`src/rtl/rv32i_types_pkg.sv`:
```
// rv32i_types_pkg: completion-buffer constants and scoreboard entry type
package rv32i_types_pkg;
    localparam int CB_NUM  = 16;
    localparam int CB_TAGW = $clog2(CB_NUM);
    typedef struct packed {
        logic               busy;
        logic               ready;
        logic [CB_TAGW-1:0] tag;
    } sb_entry_t;
endpackage

```
`src/rtl/reg_scoreboard_if.sv`:
```
// reg_scoreboard_if: decode/commit/flush bundle between pipeline and scoreboard
// Writeback ready ports exist only when SB_WB_TRACK_EN is defined.
interface reg_scoreboard_if
    import rv32i_types_pkg::*;
#(
    parameter int NUM = CB_NUM
);
    localparam int TAGW = $clog2(NUM);
    logic            alloc_ena;
    logic            alloc_wen;
    logic [4:0]      alloc_vd;
    logic [TAGW-1:0] alloc_tag;
    logic            commit_ena;
    logic [4:0]      commit_vd;
    logic [TAGW-1:0] commit_tag;
    logic            flush;
    logic [4:0]      rs1;
    logic [4:0]      rs2;
    logic            rs1_use;
    logic            rs2_use;
    logic            rs1_busy;
    logic            rs2_busy;
    logic [TAGW-1:0] rs1_tag;
    logic [TAGW-1:0] rs2_tag;
    logic            stall;
    logic [5:0]      busy_count;
`ifdef SB_WB_TRACK_EN
    logic            ready_a;
    logic            ready_mu;
    logic            ready_du;
    logic            ready_ls;
    logic [TAGW-1:0] index_a;
    logic [TAGW-1:0] index_mu;
    logic [TAGW-1:0] index_du;
    logic [TAGW-1:0] index_ls;
    logic            rs1_ready;
    logic            rs2_ready;
    modport master (
        output alloc_ena, alloc_wen, alloc_vd, alloc_tag, commit_ena, commit_vd, commit_tag,
               flush, rs1, rs2, rs1_use, rs2_use, ready_a, ready_mu, ready_du, ready_ls,
               index_a, index_mu, index_du, index_ls,
        input  rs1_busy, rs2_busy, rs1_tag, rs2_tag, stall, busy_count, rs1_ready, rs2_ready
    );
    modport slave (
        input  alloc_ena, alloc_wen, alloc_vd, alloc_tag, commit_ena, commit_vd, commit_tag,
               flush, rs1, rs2, rs1_use, rs2_use, ready_a, ready_mu, ready_du, ready_ls,
               index_a, index_mu, index_du, index_ls,
        output rs1_busy, rs2_busy, rs1_tag, rs2_tag, stall, busy_count, rs1_ready, rs2_ready
    );
`else
    modport master (
        output alloc_ena, alloc_wen, alloc_vd, alloc_tag, commit_ena, commit_vd, commit_tag,
               flush, rs1, rs2, rs1_use, rs2_use,
        input  rs1_busy, rs2_busy, rs1_tag, rs2_tag, stall, busy_count
    );
    modport slave (
        input  alloc_ena, alloc_wen, alloc_vd, alloc_tag, commit_ena, commit_vd, commit_tag,
               flush, rs1, rs2, rs1_use, rs2_use,
        output rs1_busy, rs2_busy, rs1_tag, rs2_tag, stall, busy_count
    );
`endif
endinterface

```
`src/rtl/sb_wb_match.sv`:
```
// sb_wb_match: flags every busy register whose producer tag matches one writeback port
module sb_wb_match #(
    parameter int TAGW = 4
) (
    input  logic                 i_ready,
    input  logic [TAGW-1:0]      i_index,
    input  logic [31:0]          i_busy,
    input  logic [31:0][TAGW-1:0] i_tag,
    output logic [31:0]          o_hit
);
    for (genvar g = 0; g < 32; g++) begin : g_hit
        assign o_hit[g] = i_ready & i_busy[g] & (i_tag[g] == i_index);
    end
endmodule

```
`src/rtl/reg_scoreboard.sv`:
```
// reg_scoreboard: per-register busy/tag tracking against completion-buffer tags
// Define SB_WB_TRACK_EN to track writeback readiness so ready sources do not stall.
module reg_scoreboard
    import rv32i_types_pkg::*;
#(
    parameter int NUM = CB_NUM
) (
    input logic             CLK,
    input logic             RST,
    reg_scoreboard_if.slave sb
);
    localparam int TAGW = $clog2(NUM);
    sb_entry_t       r_sb [32];
    logic [5:0]      r_count;
    logic            w_alloc;
    logic            w_commit;
    logic            w_set_new;
    logic [31:0]     w_hit;
    logic [TAGW-1:0] w_rs1_tag;
    logic [TAGW-1:0] w_rs2_tag;
    always_comb begin
        w_alloc   = sb.alloc_ena & sb.alloc_wen & (sb.alloc_vd != 5'd0) & !sb.flush;
        w_commit  = sb.commit_ena & !sb.flush & r_sb[sb.commit_vd].busy &
                    (r_sb[sb.commit_vd].tag == sb.commit_tag) &
                    !(w_alloc & (sb.alloc_vd == sb.commit_vd));
        w_set_new = w_alloc & !r_sb[sb.alloc_vd].busy;
    end
`ifdef SB_WB_TRACK_EN
    logic [31:0]           w_busy;
    logic [31:0][TAGW-1:0] w_tag;
    logic [3:0][31:0]      w_hit_p;
    always_comb begin
        for (int i = 0; i < 32; i++) begin
            w_busy[i] = r_sb[i].busy;
            w_tag[i]  = r_sb[i].tag;
        end
    end
    sb_wb_match #(.TAGW(TAGW)) u_match_a  (.i_ready(sb.ready_a),  .i_index(sb.index_a),  .i_busy(w_busy), .i_tag(w_tag), .o_hit(w_hit_p[0]));
    sb_wb_match #(.TAGW(TAGW)) u_match_mu (.i_ready(sb.ready_mu), .i_index(sb.index_mu), .i_busy(w_busy), .i_tag(w_tag), .o_hit(w_hit_p[1]));
    sb_wb_match #(.TAGW(TAGW)) u_match_du (.i_ready(sb.ready_du), .i_index(sb.index_du), .i_busy(w_busy), .i_tag(w_tag), .o_hit(w_hit_p[2]));
    sb_wb_match #(.TAGW(TAGW)) u_match_ls (.i_ready(sb.ready_ls), .i_index(sb.index_ls), .i_busy(w_busy), .i_tag(w_tag), .o_hit(w_hit_p[3]));
    assign w_hit        = w_hit_p[0] | w_hit_p[1] | w_hit_p[2] | w_hit_p[3];
    assign sb.rs1_ready = r_sb[sb.rs1].ready;
    assign sb.rs2_ready = r_sb[sb.rs2].ready;
`else
    assign w_hit = '0;
`endif
    // Allocation overrides a same-cycle commit or writeback on its register.
    always_ff @(posedge CLK or posedge RST) begin
        if (RST) begin
            for (int i = 0; i < 32; i++) r_sb[i] <= '0;
            r_count <= '0;
        end else if (sb.flush) begin
            for (int i = 0; i < 32; i++) begin
                r_sb[i].busy  <= 1'b0;
                r_sb[i].ready <= 1'b0;
            end
            r_count <= '0;
        end else begin
            for (int i = 1; i < 32; i++) begin
                if (w_alloc && sb.alloc_vd == 5'(i)) begin
                    r_sb[i] <= '{busy: 1'b1, ready: 1'b0, tag: sb.alloc_tag};
                end else begin
                    if (w_commit && sb.commit_vd == 5'(i)) r_sb[i].busy <= 1'b0;
                    if (w_hit[i]) r_sb[i].ready <= 1'b1;
                end
            end
            r_count <= r_count + 6'(w_set_new) - 6'(w_commit);
        end
    end
    assign w_rs1_tag     = r_sb[sb.rs1].tag;
    assign w_rs2_tag     = r_sb[sb.rs2].tag;
    assign sb.rs1_busy   = r_sb[sb.rs1].busy;
    assign sb.rs2_busy   = r_sb[sb.rs2].busy;
    assign sb.rs1_tag    = w_rs1_tag;
    assign sb.rs2_tag    = w_rs2_tag;
    assign sb.busy_count = r_count;
    assign sb.stall      = (sb.rs1_use & r_sb[sb.rs1].busy & !r_sb[sb.rs1].ready) |
                           (sb.rs2_use & r_sb[sb.rs2].busy & !r_sb[sb.rs2].ready);
endmodule

```
`src/flat_wrapper.sv`:
```
// flat-port wrapper written by rule: the top's interface ports become plain ports
module reg_scoreboard_flat import rv32i_types_pkg::*;
#(
    parameter int NUM = CB_NUM
)
  (CLK, RST, sb_alloc_ena, sb_alloc_wen, sb_alloc_vd, sb_alloc_tag, sb_commit_ena, sb_commit_vd, sb_commit_tag, sb_flush, sb_rs1, sb_rs2, sb_rs1_use, sb_rs2_use, sb_rs1_busy, sb_rs2_busy, sb_rs1_tag, sb_rs2_tag, sb_stall, sb_busy_count);
  reg_scoreboard_if #(.NUM(NUM)) sb_i ();
  input logic CLK;
  input logic RST;
  input wire logic [$bits(sb_i.alloc_ena)-1:0] sb_alloc_ena;
  input wire logic [$bits(sb_i.alloc_wen)-1:0] sb_alloc_wen;
  input wire logic [$bits(sb_i.alloc_vd)-1:0] sb_alloc_vd;
  input wire logic [$bits(sb_i.alloc_tag)-1:0] sb_alloc_tag;
  input wire logic [$bits(sb_i.commit_ena)-1:0] sb_commit_ena;
  input wire logic [$bits(sb_i.commit_vd)-1:0] sb_commit_vd;
  input wire logic [$bits(sb_i.commit_tag)-1:0] sb_commit_tag;
  input wire logic [$bits(sb_i.flush)-1:0] sb_flush;
  input wire logic [$bits(sb_i.rs1)-1:0] sb_rs1;
  input wire logic [$bits(sb_i.rs2)-1:0] sb_rs2;
  input wire logic [$bits(sb_i.rs1_use)-1:0] sb_rs1_use;
  input wire logic [$bits(sb_i.rs2_use)-1:0] sb_rs2_use;
  output wire logic [$bits(sb_i.rs1_busy)-1:0] sb_rs1_busy;
  output wire logic [$bits(sb_i.rs2_busy)-1:0] sb_rs2_busy;
  output wire logic [$bits(sb_i.rs1_tag)-1:0] sb_rs1_tag;
  output wire logic [$bits(sb_i.rs2_tag)-1:0] sb_rs2_tag;
  output wire logic [$bits(sb_i.stall)-1:0] sb_stall;
  output wire logic [$bits(sb_i.busy_count)-1:0] sb_busy_count;
  assign sb_i.alloc_ena = sb_alloc_ena;
  assign sb_i.alloc_wen = sb_alloc_wen;
  assign sb_i.alloc_vd = sb_alloc_vd;
  assign sb_i.alloc_tag = sb_alloc_tag;
  assign sb_i.commit_ena = sb_commit_ena;
  assign sb_i.commit_vd = sb_commit_vd;
  assign sb_i.commit_tag = sb_commit_tag;
  assign sb_i.flush = sb_flush;
  assign sb_i.rs1 = sb_rs1;
  assign sb_i.rs2 = sb_rs2;
  assign sb_i.rs1_use = sb_rs1_use;
  assign sb_i.rs2_use = sb_rs2_use;
  assign sb_rs1_busy = sb_i.rs1_busy;
  assign sb_rs2_busy = sb_i.rs2_busy;
  assign sb_rs1_tag = sb_i.rs1_tag;
  assign sb_rs2_tag = sb_i.rs2_tag;
  assign sb_stall = sb_i.stall;
  assign sb_busy_count = sb_i.busy_count;
  reg_scoreboard #(.NUM(NUM)) u_core (.CLK(CLK), .RST(RST), .sb(sb_i));
endmodule
```
`config.mk`:
```
export PLATFORM = sky130hd
export DESIGN_NAME = reg_scoreboard_flat
export DESIGN_NICKNAME = d
export VERILOG_FILES = /design/src/rtl/rv32i_types_pkg.sv /design/src/rtl/reg_scoreboard_if.sv /design/src/rtl/sb_wb_match.sv /design/src/rtl/reg_scoreboard.sv /design/src/flat_wrapper.sv
export SDC_FILE = /design/constraint.sdc
export NUM_CORES = 1
export LEC_CHECK = 0
export ABC_AREA = 1
export ABC_CLOCK_PERIOD_IN_PS = 13300
export BUFFER_PORTS_ARGS = -buffer_cell sky130_fd_sc_hd__buf_4
export CORE_MARGIN = 2
export CORE_UTILIZATION = 55
export DETAILED_ROUTE_END_ITERATION = 10
export HOLD_SLACK_MARGIN = 0.05
export PLACE_DENSITY = 0.73
export SLEW_MARGIN = 15
export SYNTH_ARGS = -nofsm -noshare
export SYNTH_HDL_FRONTEND = slang
export SYNTH_SLANG_ARGS = --single-unit
```
`constraint.sdc`:
```
create_clock -name CLK -period 13.3 [get_ports CLK]
set_input_delay 0.665 -clock CLK [delete_from_list [all_inputs] [get_ports CLK]]
set_output_delay 0.665 -clock CLK [all_outputs]
set_load 0.02 [all_outputs]
```
Yosys cells after proc, flatten, opt, wreduce, memory -nomap -nowiden

Index checks and enable logic that the tools add are counted.

Bits in registers: 192
Bits of input ports: 36
Output and inout bits: 17
Logic and storage cells: 450

Add/sub/neg operators: 2
Magnitude comparators: 4
Eq/ne operators: 64
Multiplexer cells: 106
Bitwise gates (word level): 19
Reduce and logical (&&, ||, !) cells: 161

Operator list:

| kind                                                      | number |
|---|---|
| equality test 5 bit (second input constant)               | 32 |
| two-way mux 2 bit                                         | 62 |
| binary-select mux 6 bit (select 5 bit)                    | 4 |
| nonzero test 3 bit                                        | 31 |
| equality test 5 x 4 -> 1 bit (second input constant)      | 16 |
| logical AND 1 bit                                         | 62 |
| AND reduction 2 bit                                       | 31 |
| nonzero test 2 bit                                        | 31 |
| two-way mux 6 bit                                         | 9 |
| equality test 5 x 3 -> 1 bit (second input constant)      | 8 |
| two-way mux 1 bit                                         | 31 |
| greater-or-equal comparator 6 bit (second input constant) | 4 |
| inverter 5 -> 6 bit                                       | 4 |
| equality test 5 x 2 -> 1 bit (second input constant)      | 4 |
| AND 1 bit                                                 | 13 |
| equality test 5 x 1 -> 1 bit (second input constant)      | 2 |
| adder 6 x 1 -> 6 bit                                      | 1 |
| subtractor 6 x 1 -> 6 bit                                 | 1 |
| equality test 5 bit                                       | 1 |
| logical NOT 1 bit                                         | 5 |
| nonzero test 5 bit                                        | 1 |
| equality test 4 bit                                       | 1 |
| inverter 1 bit                                            | 1 |
| OR 1 bit                                                  | 1 |

Longest topological paths before layout

Depth after elaboration: 11
Depth in mapped cells: 30
Mapped depth without buffers: 26

Worst setup path after synthesis

No wires, ideal clock.

Path type: input to register
From: input sb_commit_vd[0]
To: register u_core.r_count[4] (netlist: u_core.sb.busy_count[4])
Library setup time: 0.124 ns
Arrival: 3.394 ns
Data required time: 13.176 ns
Setup slack: 9.782 ns
Stages: 26
Cells stage by stage: buf_4 inv_2 buf_6 buf_6 nand2_1 nand2_1 nand2_1 nand2_1 nand2_1 nand3_1 nor2_1 nor2_1 nor2_1 nor2_4 buf_6 and3_1 ha_1 inv_1 ha_1 fa_1 nand2_1 inv_1 nor2_1 o21bai_1 o21ai_0 a21oi_1

Word-level cells in the longest chain between the ends: 9
Elaborated cells between the ends (all ways): 13
Classes of those cells: add/sub (1); eq/ne (2); mux (4); bitwise (5); reduce/logical (1)

RTL lines:

| what                                                    | line                                       | RTL |
|---|---|---|
| from (decl)                                             | flat_wrapper.sv:15                         | `input wire logic [$bits(sb_i.commit_vd)-1:0] sb_commit_vd;` |
| inverter 5 -> 6 bit (not written as such)               | reg_scoreboard.sv:23, reg_scoreboard.sv:24 |  |
| binary-select mux 6 bit (select 5 bit)                  | reg_scoreboard.sv:23, reg_scoreboard.sv:24 |  |
| two-way mux 6 bit (not written as such) (2 in a row)    | reg_scoreboard.sv:23                       | `w_commit = sb.commit_ena & !sb.flush & r_sb[sb.commit_vd].busy &` |
| equality test 4 bit / AND 1 bit (equally long branches) | reg_scoreboard.sv:24, reg_scoreboard.sv:23 |  |
| AND 1 bit                                               | reg_scoreboard.sv:23                       |  |
| AND 1 bit *                                             | reg_scoreboard.sv:24                       | `(r_sb[sb.commit_vd].tag == sb.commit_tag) &` |
| subtractor 6 x 1 -> 6 bit *                             | reg_scoreboard.sv:68                       | `r_count <= r_count + 6'(w_set_new) - 6'(w_commit);` |
| two-way mux 6 bit *                                     | reg_scoreboard.sv:53                       | `end else if (sb.flush) begin` |
| to (signal assigned)                                    | reg_scoreboard.sv:68                       |  |
| to (decl)                                               | reg_scoreboard.sv:14                       | `logic [5:0] r_count;` |

Mark *: on every way between the ends. The rest lies on a longest branch, timed or not. The select of a mux whose other input is x is not followed.
A chain may end at the register's enable or synchronous reset.

Worst setup path in the final report

From: input sb_commit_vd[0]
To: register u_core.r_count[5] (netlist: u_core.sb.busy_count[5])

Same word-level chain as after synthesis.

==> results by group <==
Run status
  – Status: finished, final reports clean

CTS
  – Clock buffer depth: 2
  – Total CTS buffers: 17
  – CTS Sinks: 161
  – Clock latency on the worst-skew pair: 0.46 ns
  – # resized after CTS: 0
  – Clock root cell: clkbuf_16
  – Clock transition at path regs: 0.07 ns
  – Htree depth: 4
  – CTS tree: built
  – Postcts setup bufs: 0
  – Hold-fix buffers, CTS: 0

Critical path
  – Required time worst endpoint: 13.62 ns
  – CP endpoint kind: register
  – CP most frequent cell: nand2_1
  – Critical path arrival: 5.35 ns
  – Worst setup path class: in -> reg
  – Worst Path Buf+Inv: 5
  – CP max FO: 55
  – Setup crit start kind: input port
  – Slowest-stage cell, CP: nor2_2
  – Crit path largest cell delay: 0.72 ns
  – Delay-heaviest family, CP: simple AND/OR/NAND/NOR gates

Floorplan
  – Core ar.: 20200 um^2
  – Row cnt: 52
  – Die Ht: 147 um
  – IO Pins: 53
  – Starting utilization of the core area: 55.9%
  – Die Footprint: 21700 um^2
  – Die width: 147 um

Timing
  – Minimum clock period: 5.03 ns
  – Final hold violations: 0
  – Clk_skew: 0.0174 ns
  – Final Setup Violations: 0
  – Actual slew at the worst max-slew pin: 1.17 ns
  – Relative slew slack: 21.9%
  – Final number of max-transition violations: 0
  – Fin crit share: 37.9%
  – Fmax: 0.199 GHz
  – Total Neg Setup Slack: 0 ns
  – RSZ-0062 raised after global routing: false
  – WHS: 0.382 ns

Synth
  – Syn nets: 1800
  – Yosys cell types: 38
  – Async set-reset flop share out of synthesis: 100%
  – Top FF cell, synth: dfrtp_1
  – Gate Count Post-Synth: 1757
  – Sequential share of the synthesized area: 35.7%
  – Number of synthesized flops with an enable pin: 0
  – Post-Syn Area: 11300 um^2
  – Number of synthesized register bits: 161
  – Avg Cell Area, Syn: 6.42 um^2
  – Synth warn: 4

Drt
  – DRT iter0 DRCs: 2055
  – Pre-Repair DR Iteration Count: 6
  – Via/cell ratio: 6.45
  – Residual DRC: 0
  – Mean routed wirelength per cell: 22.4 um
  – WL final: 45.1 mm
  – Via count: 12.9k
  – Antenna-violating nets left: 0

Placement
  – Placed Instances: 1977
  – I/O Buffers: 52
  – GP Congestion: 1.02
  – DP HPWL: 29.9 mm
  – Dpl cell area: 11600 um^2

GRT
  – Largest net degree at the start of global routing: 99
  – GRT Residual Overflow: 0
  – Vias in the first global route: 11.7k
  – Tot GR Track Use: 41.5%
  – Initial antenna violation count: 0
  – First-pass GRT wire length: 68.8 mm

Pwr
  – Sequential share of power: 41.8%
  – Clock share of power: 38.7%
  – Power Dens Cells: 111 nW/um^2
  – NetSw: 0.000464 W
  – Leakage: 5.52 nW
  – Switching share of power: 34.2%
  – Internal power: 0.000892 W
  – Peak VDD IR: 0.0000815 V
  – Comb power frac: 19.5%

Finish
  – Design area: 12200 um^2
  – Final Non-Filler Cells: 2008
  – Most frequent cells in the layout: nand2_1 (530), o21ai_0 (274), nor2_1 (190), dfrtp_1 (161), inv_1 (111)
  – Layout cells sized above 1: 6.50%
  – Final core occ: 60.5%
  – # diodes: 0
  – P&R area growth vs syn: 8.13%
  – Commonest non-fill, non-tap cell in the layout: nand2_1
  – Layout net count: 1769

Min path
  – Hold WC Path Type: in -> async

Flow run
  – Maxcap violations: 0
==> cells in the mapped netlist (4+ instances only) <==
| library cell | number | area (um^2) |
|---|---|---|
| a21oi_1 | 105 | 526 |
| ha_1 | 6 | 75.1 |
| inv_1 | 115 | 432 |
| a22oi_1 | 12 | 90.1 |
| buf_4 | 5 | 37.5 |
| buf_2 | 20 | 100 |
| buf_6 | 6 | 67.6 |
| nand4_1 | 35 | 219 |
| o21ai_0 | 274 | 1370 |
| buf_1 | 7 | 26.3 |
| o22ai_1 | 46 | 288 |
| nand3_1 | 58 | 290 |
| xnor2_1 | 4 | 35.0 |
| dfrtp_1 | 161 | 4030 |
| nor3_1 | 33 | 165 |
| inv_2 | 4 | 15.0 |
| clkbuf_1 | 77 | 289 |
| o31ai_1 | 7 | 52.6 |
| o211ai_1 | 19 | 143 |
| a31oi_1 | 11 | 68.8 |
| nor2_1 | 190 | 713 |
| nand2_1 | 530 | 1990 |
==> metrics by stage <==
| step | setup WS, ns | total power (W) |
|---|---|---|
| floorplan | 8.29 | 0.000735 |
| global placement | 8.12 | 0.000822 |
| detailed placement | 8.02 | 0.000826 |
| CTS | 8.47 | 0.00134 |
| global route | 8.04 | 0.00140 |
| finish | 8.27 | 0.00136 |
==> routing by layer <==
metal  share of wire [%]  routed length [um]  vias to the layer above  track usage [%]
met1                  39               17400                     5867             56.9
met3                  14                6290                      231             11.9
li1                    -                   -                     5797                -
met5                   0                   0                        -                0
met2                  42               18800                     1048             60.1
met4                 5.9                2640                        0             20.9
==> flip-flops by register name, summed over array words and instances (netlist names) <==
name	count
u_core.sb.busy_count	6
u_core.r_sb	155
==> final cells by class <==
type                       count  area [um^2]
inverter                     120          455
multi-input combinational   1361         6280
clock inverter                13          168
clock buffer                  18          439
sequential                   161         4030
tap                          270          338
timing repair buffer          65          488
fill                        1986         7970
==> path summary, 6_finish.rpt <==
kind	from	to	slack, ns	cells after the start
setup / recovery	sb_commit_vd[0]	u_core.sb.busy_count[5]	8.27	26
hold / removal	RST	u_core.r_sb[18]	0.38	2
setup reg to reg	u_core.r_sb[91]	u_core.sb.busy_count[5]	9.57	23
hold reg to reg	u_core.r_sb[164]	u_core.r_sb[164]	0.49	2
max in group asynchronous	RST	u_core.r_sb[170]	11.55	3
min in group CLK	u_core.r_sb[164]	u_core.r_sb[164]	0.49	2
==> logic make-up after synthesis <==
| family | count (synthesis) | synth area share, % |
|---|---|---|
| flip-flops | 161 | 35.7 |
| AND/OR/NAND/NOR | 860 | 30.8 |
| buffers and inverters | 235 | 8.60 |
| AO/OA/AOI/OAI | 489 | 23.6 |
| adder cells (fa/ha/maj) | 7 | 0.843 |
| XOR/XNOR | 5 | 0.388 |
==> power by group through the flow <==
| stage | Sequential (W) | Combinational (W) | Clock [W] |
|---|---|---|---|
| after floorplan | 0.000561 | 0.000174 | 0 |
| after global placement | 0.000572 | 0.000250 | 0 |
| after detailed placement | 0.000571 | 0.000255 | 0 |
| after CTS | 0.000563 | 0.000255 | 0.000526 |
| after global routing | 0.000569 | 0.000287 | 0.000544 |
| final | 0.000566 | 0.000264 | 0.000525 |
No activity file was read; power rests on OpenSTA's default activity.
